==> config.mk <==
export PLATFORM = sky130hd
export DESIGN_NAME = axi_ar_rr_arbiter
export DESIGN_NICKNAME = d
export VERILOG_FILES = /design/src/rtl/axi_arb_pkg.sv /design/src/rtl/axi_rr_picker.sv /design/src/rtl/axi_ar_rr_arbiter.sv
export SDC_FILE = /design/constraint.sdc
export NUM_CORES = 1
export LEC_CHECK = 0
export BUFFER_PORTS_ARGS = -buffer_cell sky130_fd_sc_hd__buf_2
export CAP_MARGIN = 20
export CORE_AREA = 2 2 56 58
export CTS_BUF_LIST = sky130_fd_sc_hd__clkbuf_8
export CTS_CLUSTER_SIZE = 20
export DETAILED_ROUTE_END_ITERATION = 8
export DIE_AREA = 0 0 58 60
export GPL_ROUTABILITY_DRIVEN = 0
export PLACE_DENSITY = 0.85
export SYNTH_ARGS = -nofsm -noshare
export SYNTH_HDL_FRONTEND = slang
export SYNTH_SLANG_ARGS = --single-unit
==> constraint.sdc <==
create_clock -name ACLK -period 2.2 [get_ports ACLK]
set_input_delay 0 -clock ACLK [delete_from_list [all_inputs] [get_ports ACLK]]
set_output_delay 0 -clock ACLK [all_outputs]
set_load 0.01 [all_outputs]
==> src/rtl/axi_arb_pkg.sv <==
// Shared types and default widths for the AXI address-channel arbiters.
package axi_arb_pkg;

  localparam int unsigned DEF_NUM_M     = 2;
  localparam int unsigned DEF_ID_BITS   = 4;
  localparam int unsigned DEF_ADDR_BITS = 32;
  localparam int unsigned DEF_LEN_BITS  = 4;
  localparam int unsigned DEF_SIZE_BITS = 3;
  localparam int unsigned DEF_MIDX_BITS = 4;
  localparam int unsigned CNT_BITS      = 16;

  typedef enum logic [0:0] {
    IDLE = 1'b0,
    BUSY = 1'b1
  } arb_state_e;

  // Width of a pointer/index addressing n masters (never narrower than 1 bit).
  function automatic int unsigned rr_ptr_bits(input int unsigned n);
    return (n <= 2) ? 1 : $clog2(n);
  endfunction

endpackage

==> src/rtl/axi_rr_picker.sv <==
// Combinational round-robin picker: first asserted request at or after ptr, wrapping mod N.
import axi_arb_pkg::*;

module axi_rr_picker #(
  parameter int unsigned N  = 2,
  parameter int unsigned PW = 1
) (
  input  logic [N-1:0]  req,
  input  logic [PW-1:0] ptr,
  output logic [N-1:0]  onehot,
  output logic [PW-1:0] idx,
  output logic          found
);

  always_comb begin
    int unsigned j;
    onehot = '0;
    idx    = '0;
    found  = 1'b0;
    j      = 0;
    for (int unsigned k = 0; k < N; k++) begin
      j = (32'(ptr) + k) % N;
      if (!found && req[j]) begin
        found     = 1'b1;
        idx       = PW'(j);
        onehot[j] = 1'b1;
      end
    end
  end

endmodule

==> src/rtl/axi_ar_rr_arbiter.sv <==
// N-master AXI AR channel arbiter, round-robin with a handshake-locked registered grant.
// Optional per-master handshake counters on GRANT_CNT when AXI_AR_ARB_PERF_CNT_EN is defined.
import axi_arb_pkg::*;

module axi_ar_rr_arbiter #(
  parameter int unsigned NUM_M     = DEF_NUM_M,
  parameter int unsigned ID_BITS   = DEF_ID_BITS,
  parameter int unsigned ADDR_BITS = DEF_ADDR_BITS,
  parameter int unsigned LEN_BITS  = DEF_LEN_BITS,
  parameter int unsigned SIZE_BITS = DEF_SIZE_BITS,
  parameter int unsigned MIDX_BITS = DEF_MIDX_BITS
) (
  input  logic                           ACLK,
  input  logic                           ARESETn,
`ifdef AXI_AR_ARB_PERF_CNT_EN
  output logic [NUM_M*CNT_BITS-1:0]      GRANT_CNT,
`endif
  input  logic [NUM_M*ID_BITS-1:0]       ARID_M,
  input  logic [NUM_M*ADDR_BITS-1:0]     ARADDR_M,
  input  logic [NUM_M*LEN_BITS-1:0]      ARLEN_M,
  input  logic [NUM_M*SIZE_BITS-1:0]     ARSIZE_M,
  input  logic [NUM_M*2-1:0]             ARBURST_M,
  input  logic [NUM_M-1:0]               ARVALID_M,
  output logic [NUM_M-1:0]               ARREADY_M,
  output logic [MIDX_BITS+ID_BITS-1:0]   ARID_S,
  output logic [ADDR_BITS-1:0]           ARADDR_S,
  output logic [LEN_BITS-1:0]            ARLEN_S,
  output logic [SIZE_BITS-1:0]           ARSIZE_S,
  output logic [1:0]                     ARBURST_S,
  output logic                           ARVALID_S,
  input  logic                           ARREADY_S
);

  localparam int unsigned PW = rr_ptr_bits(NUM_M);

  arb_state_e        state_q, state_d;
  logic [PW-1:0]     rr_ptr_q, rr_ptr_d;
  logic [PW-1:0]     grant_q, grant_d;
  logic [NUM_M-1:0]  grant_oh_q, grant_oh_d;

  logic [NUM_M-1:0]  pick_oh;
  logic [PW-1:0]     pick_idx;
  logic              pick_found;
  logic              busy;
  logic              granted_valid;
  logic              hs;

  axi_rr_picker #(
    .N  (NUM_M),
    .PW (PW)
  ) u_picker (
    .req    (ARVALID_M),
    .ptr    (rr_ptr_q),
    .onehot (pick_oh),
    .idx    (pick_idx),
    .found  (pick_found)
  );

  assign busy          = (state_q == BUSY);
  assign granted_valid = |(ARVALID_M & grant_oh_q);
  assign hs            = busy && granted_valid && ARREADY_S;

  always_ff @(posedge ACLK) begin
    if (!ARESETn) begin
      state_q    <= IDLE;
      rr_ptr_q   <= '0;
      grant_q    <= '0;
      grant_oh_q <= '0;
    end else begin
      state_q    <= state_d;
      rr_ptr_q   <= rr_ptr_d;
      grant_q    <= grant_d;
      grant_oh_q <= grant_oh_d;
    end
  end

  // Next state: grant held through BUSY until handshake or the granted master withdraws.
  always_comb begin
    state_d    = state_q;
    rr_ptr_d   = rr_ptr_q;
    grant_d    = grant_q;
    grant_oh_d = grant_oh_q;
    case (state_q)
      IDLE: begin
        if (pick_found) begin
          grant_d    = pick_idx;
          grant_oh_d = pick_oh;
          state_d    = BUSY;
        end
      end
      BUSY: begin
        if (!granted_valid) begin
          state_d = IDLE;
        end else if (ARREADY_S) begin
          rr_ptr_d = (grant_q == PW'(NUM_M - 1)) ? '0 : grant_q + PW'(1);
          state_d  = IDLE;
        end
      end
      default: state_d = IDLE;
    endcase
  end

  // Downstream payload is muxed live from the granted master; everything reads 0 outside BUSY.
  always_comb begin
    logic [ID_BITS-1:0] id_sel;
    id_sel    = '0;
    ARADDR_S  = '0;
    ARLEN_S   = '0;
    ARSIZE_S  = '0;
    ARBURST_S = '0;
    for (int unsigned i = 0; i < NUM_M; i++) begin
      if (busy && grant_oh_q[i]) begin
        id_sel    = ARID_M[i*ID_BITS +: ID_BITS];
        ARADDR_S  = ARADDR_M[i*ADDR_BITS +: ADDR_BITS];
        ARLEN_S   = ARLEN_M[i*LEN_BITS +: LEN_BITS];
        ARSIZE_S  = ARSIZE_M[i*SIZE_BITS +: SIZE_BITS];
        ARBURST_S = ARBURST_M[i*2 +: 2];
      end
    end
    ARID_S    = busy ? {MIDX_BITS'(grant_q), id_sel} : '0;
    ARVALID_S = busy && granted_valid;
    ARREADY_M = busy ? (grant_oh_q & {NUM_M{ARREADY_S}}) : '0;
  end

`ifdef AXI_AR_ARB_PERF_CNT_EN
  logic [NUM_M*CNT_BITS-1:0] cnt_q;

  // Saturating count of completed handshakes per master.
  always_ff @(posedge ACLK) begin
    if (!ARESETn) begin
      cnt_q <= '0;
    end else begin
      for (int unsigned i = 0; i < NUM_M; i++) begin
        if (hs && grant_oh_q[i] && (cnt_q[i*CNT_BITS +: CNT_BITS] != {CNT_BITS{1'b1}}))
          cnt_q[i*CNT_BITS +: CNT_BITS] <= cnt_q[i*CNT_BITS +: CNT_BITS] + CNT_BITS'(1);
      end
    end
  end

  assign GRANT_CNT = cnt_q;
`endif

endmodule

==> results of run 1 <==
==> cells by family after synthesis <==
logic type	count (synthesis)	synth area share
AO/OA/AOI/OAI	55	0.577
AND/OR/NAND/NOR	19	0.135
buffers and inverters	17	0.158
flip-flops	5	0.125
other	1	0.00469
==> registers in the layout (all words and copies together), names as in the netlist <==
signal      cells
grant_oh_q      2
busy            1
grant_q         1
rr_ptr_q        1
==> cell usage in the layout (no fill, tap or decap), drive strengths merged, types with 2 or more instances in the layout <==
cell type	n
nor2b	6
buf	145
a22o	41
clkbuf	3
nor2	3
inv	4
dfxtp	5
conb	3
and2	2
a21boi	4
o21ai	2
a22oi	5
nand2	4
==> final cells by class <==
type	instances	area (um2)	share of cell area
timing repair buffer	145	731	0.484
multi-input combinational	77	581	0.385
sequential	5	100	0.0663
clock buffer	3	41.3	0.0274
tap	33	41.3	0.0274
inverter	3	11.3	0.00746
clock inverter	1	3.75	0.00249
==> critical path, stage by stage, from the launching register on <==
cell	delay, ps
sky130_fd_sc_hd__dfxtp_1	520
sky130_fd_sc_hd__and2_4	470
sky130_fd_sc_hd__a22o_1	210
sky130_fd_sc_hd__buf_2	130
==> cell usage after synthesis, drive strengths merged <==
cell type	instances
o21ai	2
nand2b	1
conb	1
buf	13
clkbuf	1
a211o	1
a21o	1
and2	2
a21boi	4
nor2	3
a31o	1
a22oi	5
and3	1
nor3b	1
nand2	4
nor2b	6
inv	3
a22o	41
or3	1
dfxtp	5
==> layer usage <==
layer,global-route usage,up-vias
met3,0.0173,0
li1,-,649
met1,0.133,546
met2,0.281,72
met4,0.0299,0
met5,0,-
==> metrics by stage <==
stage / hold WS [ps] / util / instance area, um2 / power [mW] / setup WS [ps]
global route: 87.6 / 0.520 / 1510 / 0.508 / 508
floorplan: 109 / - / 807 / 0.206 / 1110
detailed placement: 293 / 0.504 / 1460 / 0.315 / 870
global placement: 291 / 0.504 / 1460 / 0.312 / 897
CTS: 80.8 / 0.520 / 1510 / 0.481 / 627
finish: 84.4 / 0.520 / 1510 / 0.474 / 640
==> final timing paths <==
path | start | end | slack [ps] | depth (start not counted)
setup / recovery | busy | ARADDR_S[1] | 640 | 3
hold / removal | ARESETn | grant_q | 80 | 2
setup reg to reg | grant_oh_q[1] | rr_ptr_q | 1000 | 3
hold reg to reg | grant_q | grant_q | 480 | 2
==> where the power goes <==
| part | total, mW | internal (mW) | switching, mW |
|---|---|---|---|
| logic | 0.206 | 0.118 | 0.0876 |
| registers | 0.107 | 0.0973 | 0.00990 |
| clock network | 0.161 | 0.119 | 0.0413 |
==> impl.org, run 1 <==
** Job
- MaxCap Viol Count :: 0

** Drt
- Top layer in use :: met3
- Total length of routed met2 wires :: 1560 um
- M1 WL :: 998 um
- Summed over all nets, wire length on met3 after detailed routing comes to 340 um.
- Per-cell via count in the routed design :: 4.75
- Vias :: 1267
- Iteration-0 DRC count of the detailed router :: 56
- For this run, design rule violations remaining after detail routing come to 0.
- Final routed wirelength across all metal layers :: 2890 um
- First drt pass iteration count :: 4
- Post-DR wirelength/cell :: 10.8 um
- Number of nets with antenna violations after routing :: 0

** Die
- The core region is 2900 um2.
- Die height :: 60 um
- Row count :: 20
- Starting density of the core :: 0.275
- Width of the die :: 58 um
- For this design the top-level I/O count stands at 147.
- The die covers 3480 um2.

** Clock network
- Number of CTS-inserted buffers :: 3
- In this run, post-CTS repair resized a total of 0 instances.
- Worst-case clock buffer depth :: 2
- TritonCTS built the clock tree.
- The number of setup buffers added after CTS is 0.
- Hold repair after CTS inserted 0 buffers.
- Source-to-sink clock delay at the later pin of the worst-skew pair :: 220 ps
- Depth of the CTS H-tree :: 1
- The root buffer cell chosen for the clock tree is sky130_fd_sc_hd__clkbuf_8.
- CTS saw 5 sinks.
- CTS clock-pin slew for the worst setup and hold paths :: 30 ps

** Yosys
- Leading cell types by total area after synthesis :: sky130_fd_sc_hd__a22o_1, sky130_fd_sc_hd__dfxtp_1, sky130_fd_sc_hd__buf_6
- Summing every instance area after synthesis gives 800 um2.
- Count of cell types in the netlist :: 25
- Summed over all instances, the cell type with the most area after synthesis is sky130_fd_sc_hd__a22o_1.
- The Yosys step of the flow raised 0 warnings.
- In this run the mean area of a mapped cell was 8.24 um2.
- Synthesized instance count :: 97
- Number of synthesized register bits :: 5
- Sequential area share after synthesis :: 0.125
- Top cell type's share of synthesized area :: 0.449

** STA
- For this run, the top clock speed supported by timing is 0.641 GHz.
- Of the available clock period, the critical path in the final layout requires 0.709.
- Unrepaired setup endpoints after global routing :: false
- Summed over all failing endpoints, the final setup total negative slack is 0 ps.
- The number of pins exceeding their max-slew limit in the final report came to 0.
- Time the final worst path needs with I/O delays and setup :: 1560 ps
- Setup violations remaining at the end of the flow were counted as 0.
- The count of endpoints failing hold in the final timing report was 0.
- On the final layout, the worst clock skew is 2.50 ps.

** Critical path
- Startpoint Class :: flop
- By startpoint and endpoint, the worst setup path is classified as reg -> out.
- Worst path arrival time :: 1560 ps
- Req. time, crit path :: 2200 ps
- Kind of capture point of the worst setup path :: primary output
- Maximum fanout count along the critical path :: 41

** Global route
- For this run the aggregate overflow at the end of global routing stands at 0.
- Pin count of the biggest net entering global routing :: 42
- First-pass GRT wire length :: 3770 um
- In the global route stage, overall resource usage came out at 0.132.
- The initial antenna violation count is 0.
- Number of global-route vias before repair :: 959

** Cells and area
- Number of diodes added for antenna fixing :: 0
- Fraction of final layout cells with drive strength greater than 1 :: 0.645
- Fill cell instance count of the final layout :: 280
- Relative to the synthesized area, the layout overhead comes to 88.7%.
- In the final design database the tool counted 330 nets.
- Non-filler instance count after layout :: 267

** Placement
- Summed over all nets, the half-perimeter wirelength after detailed placement is 2410 um.
- Buffers added on ports :: 143
- In this run, placement finished with an instance count of 263.

** Pwr
- Pwr Density :: 314 nW/um2
- Across the VDD grid, the largest voltage drop is 0.000500 V.
- Static leakage :: 0.944 nW

** Min path
- The min-delay analysis places its worst path in the category in -> reg.

** Status
- The flow ran to the end, and the final reports show no timing, DRC or antenna violations.
(Power assumes the default switching activity.)
==> inputs of run 2 (changes only) <==
--- a/config.mk
+++ b/config.mk
@@ -7,13 +7,14 @@
 export LEC_CHECK = 0
 export BUFFER_PORTS_ARGS = -buffer_cell sky130_fd_sc_hd__buf_2
 export CAP_MARGIN = 20
-export CORE_AREA = 2 2 56 58
+export CORE_ASPECT_RATIO = 0.8
+export CORE_MARGIN = 1
+export CORE_UTILIZATION = 24
 export CTS_BUF_LIST = sky130_fd_sc_hd__clkbuf_8
 export CTS_CLUSTER_SIZE = 20
 export DETAILED_ROUTE_END_ITERATION = 8
-export DIE_AREA = 0 0 58 60
 export GPL_ROUTABILITY_DRIVEN = 0
-export PLACE_DENSITY = 0.85
+export PLACE_DENSITY = 0.78
 export SYNTH_ARGS = -nofsm -noshare
 export SYNTH_HDL_FRONTEND = slang
 export SYNTH_SLANG_ARGS = --single-unit
==> constraint.sdc (replaced) <==
create_clock -name ACLK -period 1.25 [get_ports ACLK]
set_input_delay 0 -clock ACLK [delete_from_list [all_inputs] [get_ports ACLK]]
set_output_delay 0 -clock ACLK [all_outputs]
set_load 0.01 [all_outputs]
==> run 2 against run 1 <==
The flow now finishes with violations (setup timing). Flip-flop and latch count did not move. Power up 93%. Clock skew hardly changed. First-iteration DRC count up 5.4%. Final cell count rose by 7.9%.
==> impl.org, run 2 (synthesized netlist as in run 1, its figures left out) <==
** Status
- Result of the run :: finished with violations
- The checks that failed: setup timing.

** Clock network
- CTS clock-pin slew for the worst setup and hold paths :: 30 ps
- TritonCTS Sinks :: 5
- Clock latency on the worst-skew pair, taken at its later pin, is 220 ps.
- CTS built an H-tree with a depth of 1.
- The tree is rooted in a sky130_fd_sc_hd__clkbuf_8.
- Number of CTS-inserted buffers :: 3
- CTS tree :: built
- Worst-case clock buffer depth :: 2

** STA
- Setup repair after global routing could not meet its margin everywhere.
- The smallest clock period supported by the final layout is computed as 1300 ps.
- In the finished design, the share of the clock period the worst path needs comes to 1.04.
- Largest clock skew in the final design :: 2.16 ps
- Setup slack on the critical path of the routed design comes to -50.2 ps.
- Setup violations remaining at the end of the flow were counted as 41.
- Number of max-slew violations in the final report :: 0
- Static timing analysis puts the maximum clock frequency at 0.769 GHz.
- The count of endpoints failing hold in the final timing report is 0.

** Drt
- Final routed wirelength across all metal layers :: 3990 um
- Vias :: 1363
- First drt pass iteration count :: 4
- Post-DR wirelength/cell :: 13.9 um
- Number of nets with antenna violations after routing :: 0
- For this run, design rule violations remaining after detail routing come to 0.
- After the first detailed-routing iteration, the DRC count stood at 59.
- Per-cell via count in the routed design :: 4.73

** Critical path
- Maximum fanout count along the critical path :: 10
- STA classifies the critical path endpoint as a primary output.
- The worst setup path is launched from a flop.
- STA puts the critical path data required time at 1250 ps.
- Worst path arrival time :: 1300 ps
- In this run the register-to-register setup slack is 40 ps.
- The critical path is of the reg -> out type.

** Cells and area
- Area of all placed cells without fillers :: 1690 um2
- Summing all flip-flop and latch instances after layout gives 111 um2.
- Number of nets in the layout :: 344
- Number of diodes added for antenna fixing :: 0
- From synthesis to final layout, the design area changed by 111%.
- Commonest non-fill, non-tap cell in the layout :: sky130_fd_sc_hd__buf_2
- The register with the most flip-flops in the layout has 2 of them.
- Multi-input combinational cell area :: 663 um2
- Fill cell instance count of the final layout :: 329
- Fraction of final layout cells with drive strength greater than 1 :: 0.694
- Counting flops per register, the top entry is grant_oh_q.
- Commonest cells after routing, fill and taps aside :: sky130_fd_sc_hd__buf_2, sky130_fd_sc_hd__a22o_1, sky130_fd_sc_hd__and2_4

** Die
- From bottom edge to top edge, the die measures 53.6 um.
- Width of the die :: 66.5 um
- The die covers 3570 um2.
- I/O pin count :: 147
- Starting density of the core :: 0.255
- The core region is 3130 um2.
- Row count :: 18

** Global route
- Remaining global-route overflow :: 0
- In the global route stage, overall resource usage came out at 0.203.
- Number of global-route vias before repair :: 1176
- Pin count of the biggest net entering global routing :: 12
- The initial antenna violation count is 0.
- First-pass GRT wire length :: 5440 um

** Min path
- The path class of the tightest hold or removal check is in -> reg.

** Placement
- After legalization and detailed placement, the total HPWL measured 2590 um.
- Buffers added on ports :: 143
- After detailed placement, the total cell area comes to 1490 um2.
- Worst slack at placement :: 40.7 ps

** Pwr
- The worst-case IR drop observed on VDD is 0.000454 V.
- Static leakage :: 1.03 nW
- Pwr Density :: 542 nW/um2

** Job
- Max-cap violations in this run came to 0.
run 2: power by group:
| group | internal, mW | total [mW] | switching (mW) |
|---|---|---|---|
| sequential | 0.171 | 0.186 | 0.0154 |
| combinational | 0.246 | 0.439 | 0.193 |
| clock | 0.210 | 0.289 | 0.0787 |
| total | 0.627 | 0.914 | 0.287 |
run 2: final timing paths:
check        cells past startpoint       endpoint     from
max reg2reg                      4           busy     busy
min                              2  grant_oh_q[1]  ARESETn
max                              4    ARSIZE_S[0]     busy
min reg2reg                      2        grant_q  grant_q
run 2: cell type report:
| type | count | share of cell area |
|---|---|---|
| well taps | 40 | 0.0297 |
| flip-flops and latches | 5 | 0.0660 |
| repair buffers | 153 | 0.478 |
| inverters | 3 | 0.00668 |
| multi-input cells | 83 | 0.393 |
| clock buffers | 3 | 0.0245 |
| clock inverters | 1 | 0.00223 |
run 2: stage by stage:
step	power, mW	std cells	TNS [ps]	hold slack [ps]	utilization
final	0.914	288	-677	77.0	0.539
after global routing	0.978	288	-3290	83.1	0.539
after CTS	0.908	287	-1550	78.2	0.529
after detailed placement	0.567	272	0	292	0.475
after global placement	0.561	272	0	293	0.475
after floorplan	0.363	99	0	109	-
run 2: per-layer routing:
layer | vias up | share of wire | GRT usage | wire (um)
met5 | - | 0 | 0 | 0
met4 | 0 | 0 | 0.0390 | 0
met3 | 0 | 0.072 | 0.0191 | 286
met2 | 67 | 0.52 | 0.396 | 2090
met1 | 611 | 0.41 | 0.243 | 1620
li1 | 685 | - | - | -
run 2: worst max-delay path, cell delays in order, from the launching register on:
cell and delay [ps]:
sky130_fd_sc_hd__dfxtp_4 340, sky130_fd_sc_hd__buf_4 170, sky130_fd_sc_hd__and2_4 170, sky130_fd_sc_hd__a22o_1 260
sky130_fd_sc_hd__buf_2 140
run 2: what timing repair did:
action / in CTS / in global routing
endpoints found under the setup margin: 45 / 49
pin swaps: 4 / 4
gates cloned: 9 / 0
resized for setup: 22 / 5
setup buffers: 2 / 1
hold buffers: 0 / 0
==> inputs of run 3 (changes only) <==
--- a/config.mk
+++ b/config.mk
@@ -15,6 +15,7 @@
 export DETAILED_ROUTE_END_ITERATION = 8
 export GPL_ROUTABILITY_DRIVEN = 0
 export PLACE_DENSITY = 0.78
+export SETUP_SLACK_MARGIN = 0.02
 export SYNTH_ARGS = -nofsm -noshare
 export SYNTH_HDL_FRONTEND = slang
 export SYNTH_SLANG_ARGS = --single-unit
==> run 3 against run 2 <==
The run still ends with setup timing left. Design area grew 0.44%. Critical path depth is the same. Sequential power is essentially flat. Die area is the same. Final cell count is the same. Power grew 0.59%. First-iteration DRC count grew 1.7%. Flip-flop and latch count is the same. Non-clock buffer count is the same. Via count is essentially flat. Critical path type unchanged.
==> impl.org, run 3 (synthesized netlist as in run 1, its figures left out) <==
** Placement
- Summing all placed instances gives a cell area of 1490 um2.
- HPWL reported at the end of detailed placement :: 2590 um
- Input and output buffers added on the ports amount to 143.

** Die
- Width of the die :: 66.5 um
- The floorplan has 18 rows.
- Core footprint :: 3130 um2
- The die is 53.6 um tall.
- For this configuration, the core starts out at a cell density of 0.255.
- Die area :: 3570 um2
- I/O pin count :: 147

** Global route
- Busiest layer in global routing :: met2
- For this run, the total global-route usage over all layers was measured as 0.203.
- For met2 alone, demand over resource in global routing was 0.396.
- Remaining global-route overflow :: 0
- Pin count of the biggest net entering global routing :: 12
- Met1 track demand over resource :: 0.243
- Number of global-route vias before repair :: 1174
- The initial antenna violation count was 0.
- Global Route met3 Usage :: 0.0191
- First-pass GRT wire length :: 5440 um

** Pwr
- Switching Fraction :: 0.314
- Reg power frac :: 0.203
- Clock share of power :: 0.315
- Summed over all cells, the static leakage comes to 1.04 nW.
- VDD sags by at most 0.000455 V.
- Power, Total :: 920 uW
- For this design the total switching power over the nets is 289 uW.
- Power spread over the standard cell area amounts to 543 nW/um2.
- Internal power summed over all cells :: 631 uW
- The share of total power dissipated in combinational logic is 0.482.

** Drt
- After detailed routing, the total wire length is 4000 um.
- Number of nets with antenna violations after routing :: 0
- Per-cell via count in the routed design :: 4.74
- Iteration-0 DRC count of the detailed router :: 60
- Across all layers, the routed design uses 1364 vias.
- After detailed routing, the average wire length per cell comes to 13.9 um.
- For this run, design rule violations remaining after detail routing come to 0.
- First drt pass iteration count :: 4

** Cells and area
- Commonest non-fill, non-tap cell in the layout :: sky130_fd_sc_hd__buf_2
- Reg area :: 111 um2
- In the final layout, the share of cells above drive strength 1 is 0.694.
- Once layout is done, the placed cells without fillers occupy 1690 um2.
- From synthesis to final layout, the design area changed by 112%.
- Fill cell instance count of the final layout :: 328
- Multi-input combinational cell area :: 663 um2
- Number of diodes added for antenna fixing :: 0
- In the final design database the tool counted 344 nets.
- Max reg flops :: 2
- Commonest cells after routing, fill and taps aside :: sky130_fd_sc_hd__buf_2, sky130_fd_sc_hd__a22o_1, sky130_fd_sc_hd__and2_4
- The register with the most flip-flops in the final layout is grant_oh_q.

** Job
- Across the run, the number of max-cap violations was 0.

** STA
- Top achievable clock speed :: 0.783 GHz
- The routed design could run at a clock period as short as 1280 ps.
- The count of endpoints failing hold in the final timing report is 0.
- Largest clock skew in the final design :: 1.92 ps
- Smallest setup slack after layout :: -27.6 ps
- Setup repair after global routing could not meet its margin everywhere.
- Portion of the clock cycle consumed by the worst path in the final layout :: 1.02
- Final-layout worst hold slack :: 79.9 ps
- Number of max-slew violations in the final report :: 0
- Final count of negative-setup-slack endpoints :: 3

** Critical path
- On the worst path, the slowest cell contributes a delay of 380 ps.
- In this run the worst path has a maximum fanout of 11.
- Worst path arrival time :: 1280 ps
- Kind of capture point of the worst setup path :: primary output
- The signal on the critical path passes through nor2_4 -> buf_6 -> a22o_1 -> buf_2.
- The worst setup path is launched from a flop.
- The largest individual stage delay along the critical path comes from the cell sky130_fd_sc_hd__dfxtp_4.
- The worst setup path is of the reg -> out kind.
- Req. time, crit path :: 1250 ps

** Clock network
- CTS clock-pin slew for the worst setup and hold paths :: 30 ps
- The later pin in the worst-skew pair is clocked with a latency of 220 ps.
- Number of hold-repair buffers added at the cts stage :: 0
- No sink is reached through more buffers than the 2 on the longest clock path.
- Counting the buffers created by CTS gives 3.
- CTS tree :: built
- TritonCTS Sinks :: 5
- Clock root buffer :: sky130_fd_sc_hd__clkbuf_8
- Depth of the CTS H-tree :: 1

** Status
- Violations in the final reports :: setup timing
- The flow ran to the end, but the final reports show violations.

** Min path
- Type of the tightest min-delay check :: in -> reg
run 3: changes by cell type in the layout (fill, tap and decap cells not counted):
| cell | delta |
|---|---|
| sky130_fd_sc_hd__buf_6 | +2 |
| sky130_fd_sc_hd__buf_4 | -2 |
run 3: through the flow:
stage | util | TNS [ps] | std cells | worst slack (ps)
after CTS | 0.529 | -1550 | 287 | -71.7
after floorplan | - | 0 | 99 | 165
after global placement | 0.475 | 0 | 272 | 57.3
after detailed placement | 0.475 | 0 | 272 | 40.7
after global routing | 0.541 | -3100 | 288 | -104
final | 0.541 | -48.2 | 288 | -27.6
run 3: power groups by stage:
stage | clock, mW | combinational, mW | sequential (mW)
after global placement | 0 | 0.378 | 0.183
after CTS | 0.296 | 0.426 | 0.186
after global routing | 0.310 | 0.484 | 0.189
after floorplan | 0 | 0.184 | 0.180
after detailed placement | 0 | 0.383 | 0.184
final | 0.290 | 0.443 | 0.187
run 3: area by class of cell:
class,instances,area share
multi-input cells,83,0.391
clock inverters,1,0.00222
flip-flops and latches,5,0.0657
clock buffers,3,0.0244
inverters,3,0.00665
repair buffers,153,0.480
well taps,40,0.0295
run 3: worst max-delay path: cells and delay by family (launching register included):
kind            cells  cell delay (ps)
simple gates        1              220
compound gates      1              160
buf+inv             2              300
flops               1              380
run 3: path summary, 6_finish.rpt:
path	startpoint	end	slack (ps)	cells after the start
setup / recovery	grant_oh_q[1]	ARSIZE_S[0]	-30	4
hold / removal	ARESETn	grant_oh_q[1]	80	2
setup reg to reg	grant_oh_q[0]	busy	40	4
hold reg to reg	grant_q	grant_q	490	2
run 3: per-layer routing:
layer	up-vias	wire length (um)
met2	58	2090
met5	-	0
li1	686	-
met4	0	0
met1	620	1660
met3	0	248
run 3: timing repair:
item	in CTS	in global routing
gates cloned	9	0
endpoints found under the hold margin	0	0
setup endpoints to repair	45	50
pin swaps	4	4
gates resized for setup	22	7
buffers inserted	2	1
